$ cat src/rtl/sop_mac_sequencer_if.sv
// ---------------------------------------------------------------------------
// sop_mac_sequencer_if
//
// Purpose:
//   Bundles the coefficient register port, the sample input handshake and the
//   result output handshake of the sop_mac_sequencer block.
//
// Signals (direction as seen from the sequencer, i.e. the slave modport):
//   coef_we     in   coefficient write strobe
//   coef_addr   in   coefficient index, 0..3 selects C0..C3
//   coef_wdata  in   coefficient value, SIZE bits
//   coef_err    out  one-cycle pulse when a write is rejected while busy
//   in_valid    in   data_in carries a sample
//   in_ready    out  sequencer can accept a sample
//   data_in     in   unsigned sample, SIZE bits
//   out_valid   out  sop_out carries a result
//   out_ready   in   downstream accepts the result
//   sop_out     out  unsigned sum of products, 2*SIZE+2 bits
//   busy        out  high while a sample is being processed or held
// ---------------------------------------------------------------------------
interface sop_mac_sequencer_if #(
    parameter int SIZE = 4
);
    logic              coef_we;
    logic [1:0]        coef_addr;
    logic [SIZE-1:0]   coef_wdata;
    logic              coef_err;
    logic              in_valid;
    logic              in_ready;
    logic [SIZE-1:0]   data_in;
    logic              out_valid;
    logic              out_ready;
    logic [2*SIZE+1:0] sop_out;
    logic              busy;

    // Sample source / register writer side
    modport master (
        output coef_we, coef_addr, coef_wdata, in_valid, data_in, out_ready,
        input  coef_err, in_ready, out_valid, sop_out, busy
    );

    // Sequencer side
    modport slave (
        input  coef_we, coef_addr, coef_wdata, in_valid, data_in, out_ready,
        output coef_err, in_ready, out_valid, sop_out, busy
    );
endinterface

$ cat src/rtl/sop_mac_sequencer.sv
// ---------------------------------------------------------------------------
// sop_mac_sequencer
//
// Purpose:
//   Computes sop_out = data*C0 + data*C1 + data*C2 + data*C3 using a single
//   SIZE x SIZE multiplier and one accumulator stepped over four cycles.
//   Holds the C0..C3 coefficient bank, written through a register port that
//   is only open while the sequencer is idle.
//
// Ports:
//   clk    in  rising-edge clock
//   rst_n  in  asynchronous active-low reset
//   bus    sop_mac_sequencer_if.slave (coefficient port, input and output
//          valid/ready handshakes, busy and coef_err status)
//
// Timing:
//   accept edge -> 4 MAC edges -> DONE (out_valid=1) -> consume edge -> IDLE.
//   With out_ready held high a new sample can be taken every 6 cycles.
// ---------------------------------------------------------------------------
module sop_mac_sequencer #(
    parameter int SIZE = 4,
    parameter int TAPS = 4
) (
    input  logic                  clk,
    input  logic                  rst_n,
    sop_mac_sequencer_if.slave    bus
);

    localparam int RW = 2 * SIZE + 2;

    localparam logic [1:0] S_IDLE = 2'd0;
    localparam logic [1:0] S_MAC  = 2'd1;
    localparam logic [1:0] S_DONE = 2'd2;

    logic [1:0]      r_state;
    logic [SIZE-1:0] r_coef [TAPS];
    logic [SIZE-1:0] r_data_q;
    logic [RW-1:0]   r_acc;
    logic [1:0]      r_tap_cnt;
    logic [RW-1:0]   r_sop;
    logic            r_coef_err;

    logic [2*SIZE-1:0] w_mult;
    logic [RW-1:0]     w_product;
    logic [RW-1:0]     w_sum;
    logic              w_busy;

    // Status and handshake outputs come straight from the state register so
    // that an asynchronous reset drops out_valid and busy immediately.
    assign w_busy        = (r_state != S_IDLE);
    assign bus.busy      = w_busy;
    assign bus.in_ready  = (r_state == S_IDLE);
    assign bus.out_valid = (r_state == S_DONE);
    assign bus.sop_out   = r_sop;
    assign bus.coef_err  = r_coef_err;

    // Shared multiplier: operands are widened so the full 2*SIZE-bit product
    // is kept, then zero-extended to the accumulator width. The worst case
    // 4*(2^SIZE-1)^2 always fits in 2*SIZE+2 bits, so no overflow handling.
    assign w_mult    = {{SIZE{1'b0}}, r_data_q} * {{SIZE{1'b0}}, r_coef[r_tap_cnt]};
    assign w_product = {2'b00, w_mult};
    assign w_sum     = r_acc + w_product;

    // Coefficient bank. Writes land only in IDLE; the first tap is read on
    // the edge after the accept, so a write coinciding with an accepted
    // sample is already visible to that sample. A write attempted while
    // busy is dropped and flagged on coef_err for the following cycle.
    always_ff @(posedge clk or negedge rst_n) begin
        if (!rst_n) begin
            for (int i = 0; i < TAPS; i++) begin
                r_coef[i] <= '0;
            end
            r_coef_err <= 1'b0;
        end else begin
            r_coef_err <= bus.coef_we && w_busy;
            if (bus.coef_we && !w_busy) begin
                r_coef[bus.coef_addr] <= bus.coef_wdata;
            end
        end
    end

    // Sequencer FSM and datapath. IDLE latches the sample and clears the
    // accumulator; MAC adds one tap per edge and publishes the final sum on
    // tap 3; DONE holds the result until downstream takes it. Going back to
    // IDLE on the consume edge means a sample can never be taken on that
    // same edge.
    always_ff @(posedge clk or negedge rst_n) begin
        if (!rst_n) begin
            r_state   <= S_IDLE;
            r_data_q  <= '0;
            r_acc     <= '0;
            r_tap_cnt <= 2'd0;
            r_sop     <= '0;
        end else begin
            case (r_state)
                S_IDLE: begin
                    if (bus.in_valid) begin
                        r_data_q  <= bus.data_in;
                        r_acc     <= '0;
                        r_tap_cnt <= 2'd0;
                        r_state   <= S_MAC;
                    end
                end
                S_MAC: begin
                    r_acc     <= w_sum;
                    r_tap_cnt <= r_tap_cnt + 2'd1;
                    if (r_tap_cnt == 2'd3) begin
                        r_sop   <= w_sum;
                        r_state <= S_DONE;
                    end
                end
                S_DONE: begin
                    if (bus.out_ready) begin
                        r_state <= S_IDLE;
                    end
                end
                default: begin
                    r_state <= S_IDLE;
                end
            endcase
        end
    end

endmodule

$ cat src/flat_wrapper.sv
// flat-port wrapper written by rule: the top's interface ports become plain ports
module sop_mac_sequencer_flat 
#(
    parameter int SIZE = 4,
    parameter int TAPS = 4
)
  (clk, rst_n, bus_coef_we, bus_coef_addr, bus_coef_wdata, bus_in_valid, bus_data_in, bus_out_ready, bus_coef_err, bus_in_ready, bus_out_valid, bus_sop_out, bus_busy);
  sop_mac_sequencer_if #(.SIZE(SIZE)) bus_i ();
  input  logic clk;
  input  logic rst_n;
  input wire logic [$bits(bus_i.coef_we)-1:0] bus_coef_we;
  input wire logic [$bits(bus_i.coef_addr)-1:0] bus_coef_addr;
  input wire logic [$bits(bus_i.coef_wdata)-1:0] bus_coef_wdata;
  input wire logic [$bits(bus_i.in_valid)-1:0] bus_in_valid;
  input wire logic [$bits(bus_i.data_in)-1:0] bus_data_in;
  input wire logic [$bits(bus_i.out_ready)-1:0] bus_out_ready;
  output wire logic [$bits(bus_i.coef_err)-1:0] bus_coef_err;
  output wire logic [$bits(bus_i.in_ready)-1:0] bus_in_ready;
  output wire logic [$bits(bus_i.out_valid)-1:0] bus_out_valid;
  output wire logic [$bits(bus_i.sop_out)-1:0] bus_sop_out;
  output wire logic [$bits(bus_i.busy)-1:0] bus_busy;
  assign bus_i.coef_we = bus_coef_we;
  assign bus_i.coef_addr = bus_coef_addr;
  assign bus_i.coef_wdata = bus_coef_wdata;
  assign bus_i.in_valid = bus_in_valid;
  assign bus_i.data_in = bus_data_in;
  assign bus_i.out_ready = bus_out_ready;
  assign bus_coef_err = bus_i.coef_err;
  assign bus_in_ready = bus_i.in_ready;
  assign bus_out_valid = bus_i.out_valid;
  assign bus_sop_out = bus_i.sop_out;
  assign bus_busy = bus_i.busy;
  sop_mac_sequencer #(.SIZE(SIZE), .TAPS(TAPS)) u_core (.clk(clk), .rst_n(rst_n), .bus(bus_i));
endmodule
$ cat config.mk
export PLATFORM = sky130hd
export DESIGN_NAME = sop_mac_sequencer_flat
export DESIGN_NICKNAME = d
export VERILOG_FILES = /design/src/rtl/sop_mac_sequencer_if.sv /design/src/rtl/sop_mac_sequencer.sv /design/src/flat_wrapper.sv
export SDC_FILE = /design/constraint.sdc
export NUM_CORES = 1
export LEC_CHECK = 0
export ABC_AREA = 1
export CORE_UTILIZATION = 30
export DETAILED_ROUTE_END_ITERATION = 10
export HOLD_SLACK_MARGIN = 0.02
export PLACE_DENSITY = 0.6
export SYNTH_ARGS = -nofsm -noshare
export SYNTH_HDL_FRONTEND = slang
export SYNTH_SLANG_ARGS = --single-unit
$ cat constraint.sdc
create_clock -name clk -period 3.6 [get_ports clk]
set_input_delay 0.72 -clock clk [delete_from_list [all_inputs] [get_ports clk]]
set_output_delay 0.72 -clock clk [all_outputs]
set_load 0.05 [all_outputs]
==> results_dict.tcl, run 1 <==
set metrics [dict create \
    status "finished clean" \
    yosysWarningCount 0 \
    utilization_pct 37.6 \
    min_path_cells 2 \
    routed_wl_um 5780 \
    r2r_setup_slack_ns 0.21 \
    fillers 906 \
    dp_hpwl_um 4380 \
    worstHoldStart "u_core.bus.sop_out[1]" \
    synth_area_um2 2740 \
    drt-vias-per-instance 4.58 \
    worstSetupEndpointType "register" \
    ioPinCount 29 \
    grt_pass1_wl_um 10000 \
    antenna_found_initial 0 \
    die_h_um 97.6 \
    synth_cells 327 \
    cts_tree "done" \
    critical_path_class "register to register" \
    place.gp.congestion 0.802 \
    reg2reg_from "u_core.r_tap_cnt[0]" \
    crit_top_cell "fa_1" \
    port_buffers 28 \
    ant_nets 0 \
    cp.required_ns 3.79 \
    grt_pass1_vias 2095 \
    finalHoldViolCount 0 \
    postSynthAreaPerCell_um2 8.38 \
    track_usage_pct 13.2 \
    finalSetupViolations 0 \
    crit_chain "inv_2 > nand2_1 > nand3_1 > nand3_2 > fa_1 > fa_1 > fa_1 > inv_1 > ha_4 > a21oi_1 > nand2_1 > xnor2_1 > o21ai_0" \
    drive_gt1_share_pct 10.2 \
    cts_buffer_depth 2 \
    crit_fanout 7 \
    synth-seq-cells 45 \
    postPlaceCellArea_um2 3140 \
    worst_pin_slew_ns 1.00 \
    initial_utilization_pct 31.3 \
    clkSinkCount 45 \
    path_buf_inv 2 \
    cts.clk_slew.worst_paths_ns 0.09 \
    fin_crit_sh_pct 94.0 \
    first_pass_iters 4 \
    drtIter0Drc 102 \
    syn2layout_area_growth_pct 20.4 \
    critPathTopFamily "adder cells" \
    synth-seq-area-share_pct 41.1 \
    slew_violations 0 \
    fp.dieW_um 97.6 \
    wl_per_cell_um 12.2 \
    slowest_stage "fa_1" \
    fin_area_um2 3300 \
    r2r_cells 13 \
    drc_errors 0 \
    maxCapViolCount 0 \
    clock-root-buffer "clkbuf_8" \
    fmax_mhz 295 \
    ys_types 22 \
    hold_class "register to register" \
    tns_ns 0 \
    insertion_delay_ns 0.31 \
    htree_levels 2 \
    grt_overflow 0 \
    max_slew_margin_pct 33.2 \
    rows 34 \
    critPathLaunchType "register" \
    die-area_um2 9520 \
    num_vias 2163 \
    numCtsBuffers 5 \
    hold_path_end "u_core.bus.sop_out[1]" \
    fin_skew_ns 0.00831 \
    min_period_ns 3.39 \
    slowest_delay_ns 0.59 \
    arrival_ns 3.58 \
    fin_nets 406 \
    n_antenna_cell 0 \
    coreArea_um2 8760 \
    synth_top_area_share_pct 41.1 \
    cts_hold_buf 0 \
    yosysTopAreaCell "dfrtp_1" \
    grt_max_degree 46 \
    ys_top_cells_by_area "dfrtp_1 (41%), nand2_1 (13%), ha_1 (8.7%)" \
    syn-num-nets 370 \
    r2r-end "u_core.r_acc[4]" \
]
==> synthesized netlist by cell type, drive strengths merged <==
library cell / count
o22ai: 1
dfrtp: 45
ha: 19
nand3b: 1
or2: 1
fa: 9
buf: 2
nor2: 23
xnor2: 2
o21ai: 30
nand3: 33
nand2: 96
inv: 56
a21oi: 8
o31ai: 1
==> layer usage <==
layer / part of all wire, % / wire [um] / vias to the layer above / GRT usage, %
li1: - / - / 1101 / -
met1: 46 / 2640 / 1005 / 18.1
met2: 48 / 2790 / 50 / 20.8
met3: 4.4 / 252 / 7 / 2.59
met4: 1.6 / 92 / 0 / 4.52
met5: 0 / 0 / - / 0
==> placed cells by master (no fill, tap or decap), drive strengths merged <==
cell type      instances
clkinv                 1
fa                     9
clkbuf                 5
buf                    4
dfrtp                 45
clkdlybuf4s50         27
o31ai                  1
nand2                 96
o22ai                  1
xnor2                  2
a21oi                  8
nand3b                 1
inv                   57
bufinv                 1
or2                    1
nor2                  23
ha                    19
o21ai                 30
nand3                 33
==> final cells by class <==
type	count	area [um2]	area share [%]
Sequential cell	45	1130	34.2
Tap cell	108	135	4.10
Timing Repair Buffer	31	302	9.14
Clock inverter	3	43.8	1.33
Multi-Input combinational cell	224	1410	42.8
Clock buffer	5	68.8	2.09
Inverter	56	210	6.37
==> worst max path at each step <==
| stage | start | endpoint | cells past startpoint |
|---|---|---|---|
| finish | u_core.r_tap_cnt[0] | u_core.r_acc[4] | 13 |
| global route | u_core.r_tap_cnt[1] | u_core.bus.sop_out[7] | 15 |
| CTS | u_core.r_tap_cnt[1] | u_core.r_acc[4] | 12 |
| detailed placement | u_core.r_tap_cnt[0] | u_core.r_acc[4] | 13 |
| global placement | u_core.r_tap_cnt[0] | u_core.r_acc[4] | 13 |
| floorplan | u_core.r_tap_cnt[0] | u_core.bus.sop_out[8] | 15 |
==> worst reg2reg max path: stages, from the launching register on <==
cell	delay [ns]
dfrtp_1	0.40
inv_2	0.11
nand2_1	0.07
nand3_1	0.12
nand3_2	0.11
fa_1	0.59
fa_1	0.45
fa_1	0.52
inv_1	0.07
ha_4	0.26
a21oi_1	0.13
nand2_1	0.11
xnor2_1	0.23
o21ai_0	0.11
==> cells by family after synthesis <==
group	Yosys count	share of synthesized area, %
AOI/OAI and AO/OA	40	8.12
xor gates and xnor gates	2	0.639
adders and majority gates	28	15.2
buffers and inverters	58	8.26
DFF	45	41.1
and+or+nand+nor	154	26.7
==> metrics by stage <==
step	setup WS [ns]	hold slack (ns)	std cells
after floorplan	0.316	0.424	327
after global placement	0.149	0.464	462
after detailed placement	0.0877	0.465	462
after CTS	0.0678	0.490	470
after global routing	-0.0270	0.512	472
final	0.215	0.483	472
==> state kept, by name, summed over array words and instances (netlist names) <==
name / count
u_core.bus.sop_out: 10
u_core.r_state: 2
u_core.r_tap_cnt: 2
u_core.r_coef: 16
u_core.r_acc: 10
u_core.bus.coef_err: 1
u_core.r_data_q: 4
==> timing repair <==
item / 4_1_cts / 5_1_grt
setup endpoints to repair: 0 / 11
resized for setup: 0 / 7
setup buffers: 0 / 2
Power of run 1 is left out: the tool's default activity adds up to more than one toggle a clock period on the data nets, which glitch-free logic cannot reach.
==> run 2, diff against run 1 <==
--- a/config.mk
+++ b/config.mk
@@ -6,10 +6,11 @@
 export NUM_CORES = 1
 export LEC_CHECK = 0
 export ABC_AREA = 1
-export CORE_UTILIZATION = 30
+export CAP_MARGIN = 20
+export CORE_UTILIZATION = 35
 export DETAILED_ROUTE_END_ITERATION = 10
 export HOLD_SLACK_MARGIN = 0.02
-export PLACE_DENSITY = 0.6
+export PLACE_DENSITY = 0.66
 export SYNTH_ARGS = -nofsm -noshare
 export SYNTH_HDL_FRONTEND = slang
 export SYNTH_SLANG_ARGS = --single-unit
==> run 2 against run 1 <==
Compared with the run above:
- highest routed layer unchanged
- setup slack gained 0.025 ns
- cell count shrank 1.9%
- critical path type unchanged
- critical endpoint is now u_core.r_acc[9]
- routed wire length shrank 2.8%
- first-iteration DRC count grew 15%
- utilization grew 7.0 points
==> results_dict.tcl, run 2 (synthesis results as in run 1) <==
set metrics [dict create \
    status "finished clean" \
    tns_ns 0 \
    multi_input_area_um2 1410 \
    drc_errors 0 \
    hold_class "primary input to asynchronous set/reset pin" \
    fp.dieW_um 90.5 \
    antenna_found_initial 0 \
    fmax_mhz 298 \
    ioPinCount 29 \
    fillers 746 \
    largest_reg_flops 16 \
    die-area_um2 8190 \
    critPathLaunchType "register" \
    fin_nets 406 \
    cp.required_ns 3.81 \
    worstSetupEndpointType "register" \
    finalHoldViolCount 0 \
    cts_hold_buf 0 \
    finalSetupViolations 0 \
    rows 31 \
    max_slew_margin_pct 66.6 \
    track_usage_pct 14.9 \
    mostFrequentLayoutCells "nand2_1 (92), inv_1 (50), dfrtp_1 (44)" \
    wl_per_cell_um 12.1 \
    layout_commonest_cell "nand2_1" \
    insertion_delay_ns 0.32 \
    worst_pin_slew_ns 0.500 \
    drive_gt1_share_pct 10.7 \
    syn2layout_area_growth_pct 20.6 \
    port_buffers 28 \
    fin_skew_ns 0.00948 \
    htree_levels 2 \
    maxCapViolCount 0 \
    clkSinkCount 45 \
    grt_pass1_vias 2116 \
    dp_hpwl_um 4250 \
    fin_crit_sh_pct 93.4 \
    initial_utilization_pct 37.0 \
    ant_nets 0 \
    numCtsBuffers 5 \
    drtIter0Drc 117 \
    cts.clk_slew.worst_paths_ns 0.10 \
    grt_max_degree 46 \
    n_antenna_cell 0 \
    regArea_um2 1130 \
    cts_buffer_depth 2 \
    min_period_ns 3.36 \
    cts_tree "done" \
    crit_fanout 8 \
    slew_violations 0 \
    critical_path_class "register to register" \
    place.gp.congestion 0.810 \
    grt_overflow 0 \
    drt-vias-per-instance 4.62 \
    top_register "u_core.r_coef" \
    num_vias 2138 \
    die_h_um 90.5 \
    clock-root-buffer "clkbuf_8" \
    first_pass_iters 5 \
    hold_ws_ns 0.352 \
    arrival_ns 3.57 \
    grt_pass1_wl_um 9740 \
    rsz0062_at_grt "false" \
    coreArea_um2 7410 \
    routed_wl_um 5610 \
]
[run 2: area by class of cell]
type	instances	share of cell area (%)
clock buffers	5	2.08
multi-input cells	224	42.8
flip-flops and latches	45	34.1
inverters	56	6.36
repair buffers	31	9.50
well taps	99	3.75
clock inverters	3	1.48
[run 2: critical path, cell delays in order (launching register included)]
cell and delay (ns):
dfrtp_1 0.38, buf_6 0.14, nand2_1 0.06, nand3_1 0.09, nand3_1 0.11, fa_1 0.60
fa_1 0.45, fa_1 0.41, inv_1 0.07, ha_2 0.30, or2_2 0.28, nand3_1 0.10
nand3_1 0.11, nand3_1 0.11, nand2_1 0.05
[run 2: path summary, 6_finish.rpt]
check	startpoint	to	slack, ns	depth (start not counted)
setup reg to reg	u_core.r_tap_cnt[0]	u_core.r_acc[9]	0.24	14
min in group clk	u_core.bus.sop_out[5]	u_core.bus.sop_out[5]	0.49	2
setup / recovery	u_core.r_tap_cnt[0]	u_core.r_acc[9]	0.24	14
max in group asynchronous	rst_n	u_core.r_tap_cnt[1]	2.74	2
hold reg to reg	u_core.bus.sop_out[5]	u_core.bus.sop_out[5]	0.49	2
hold / removal	rst_n	u_core.r_data_q[2]	0.35	1
[run 2: timing repair]
item / CTS / global route
hold endpoints to repair: 0 / 0
setup buffers: 0 / 1
gates resized for setup: 0 / 9
endpoints found under the setup margin: 0 / 12
[run 2: routing by layer]
layer / vias up / GRT usage, % / share of wire [%]
li1: 1108 / - / -
met1: 990 / 19.5 / 47
met2: 32 / 24.3 / 48
met3: 8 / 3.03 / 3.2
met4: 0 / 5.24 / 1.8
met5: - / 0 / 0
[run 2: per-stage QoR]
stage | instances | util, % | setup WS, ns | instance area (um2)
6_report | 463 | 44.6 | 0.239 | 3310
5_1_grt | 463 | 44.6 | 0.00615 | 3310
4_1_cts | 461 | 43.9 | 0.0418 | 3250
3_5_place_dp | 453 | 42.3 | 0.0610 | 3130
3_3_place_gp | 453 | 42.3 | 0.172 | 3130
2_1_floorplan | 327 | - | 0.316 | 2740
Power of run 2 is left out for the same reason.
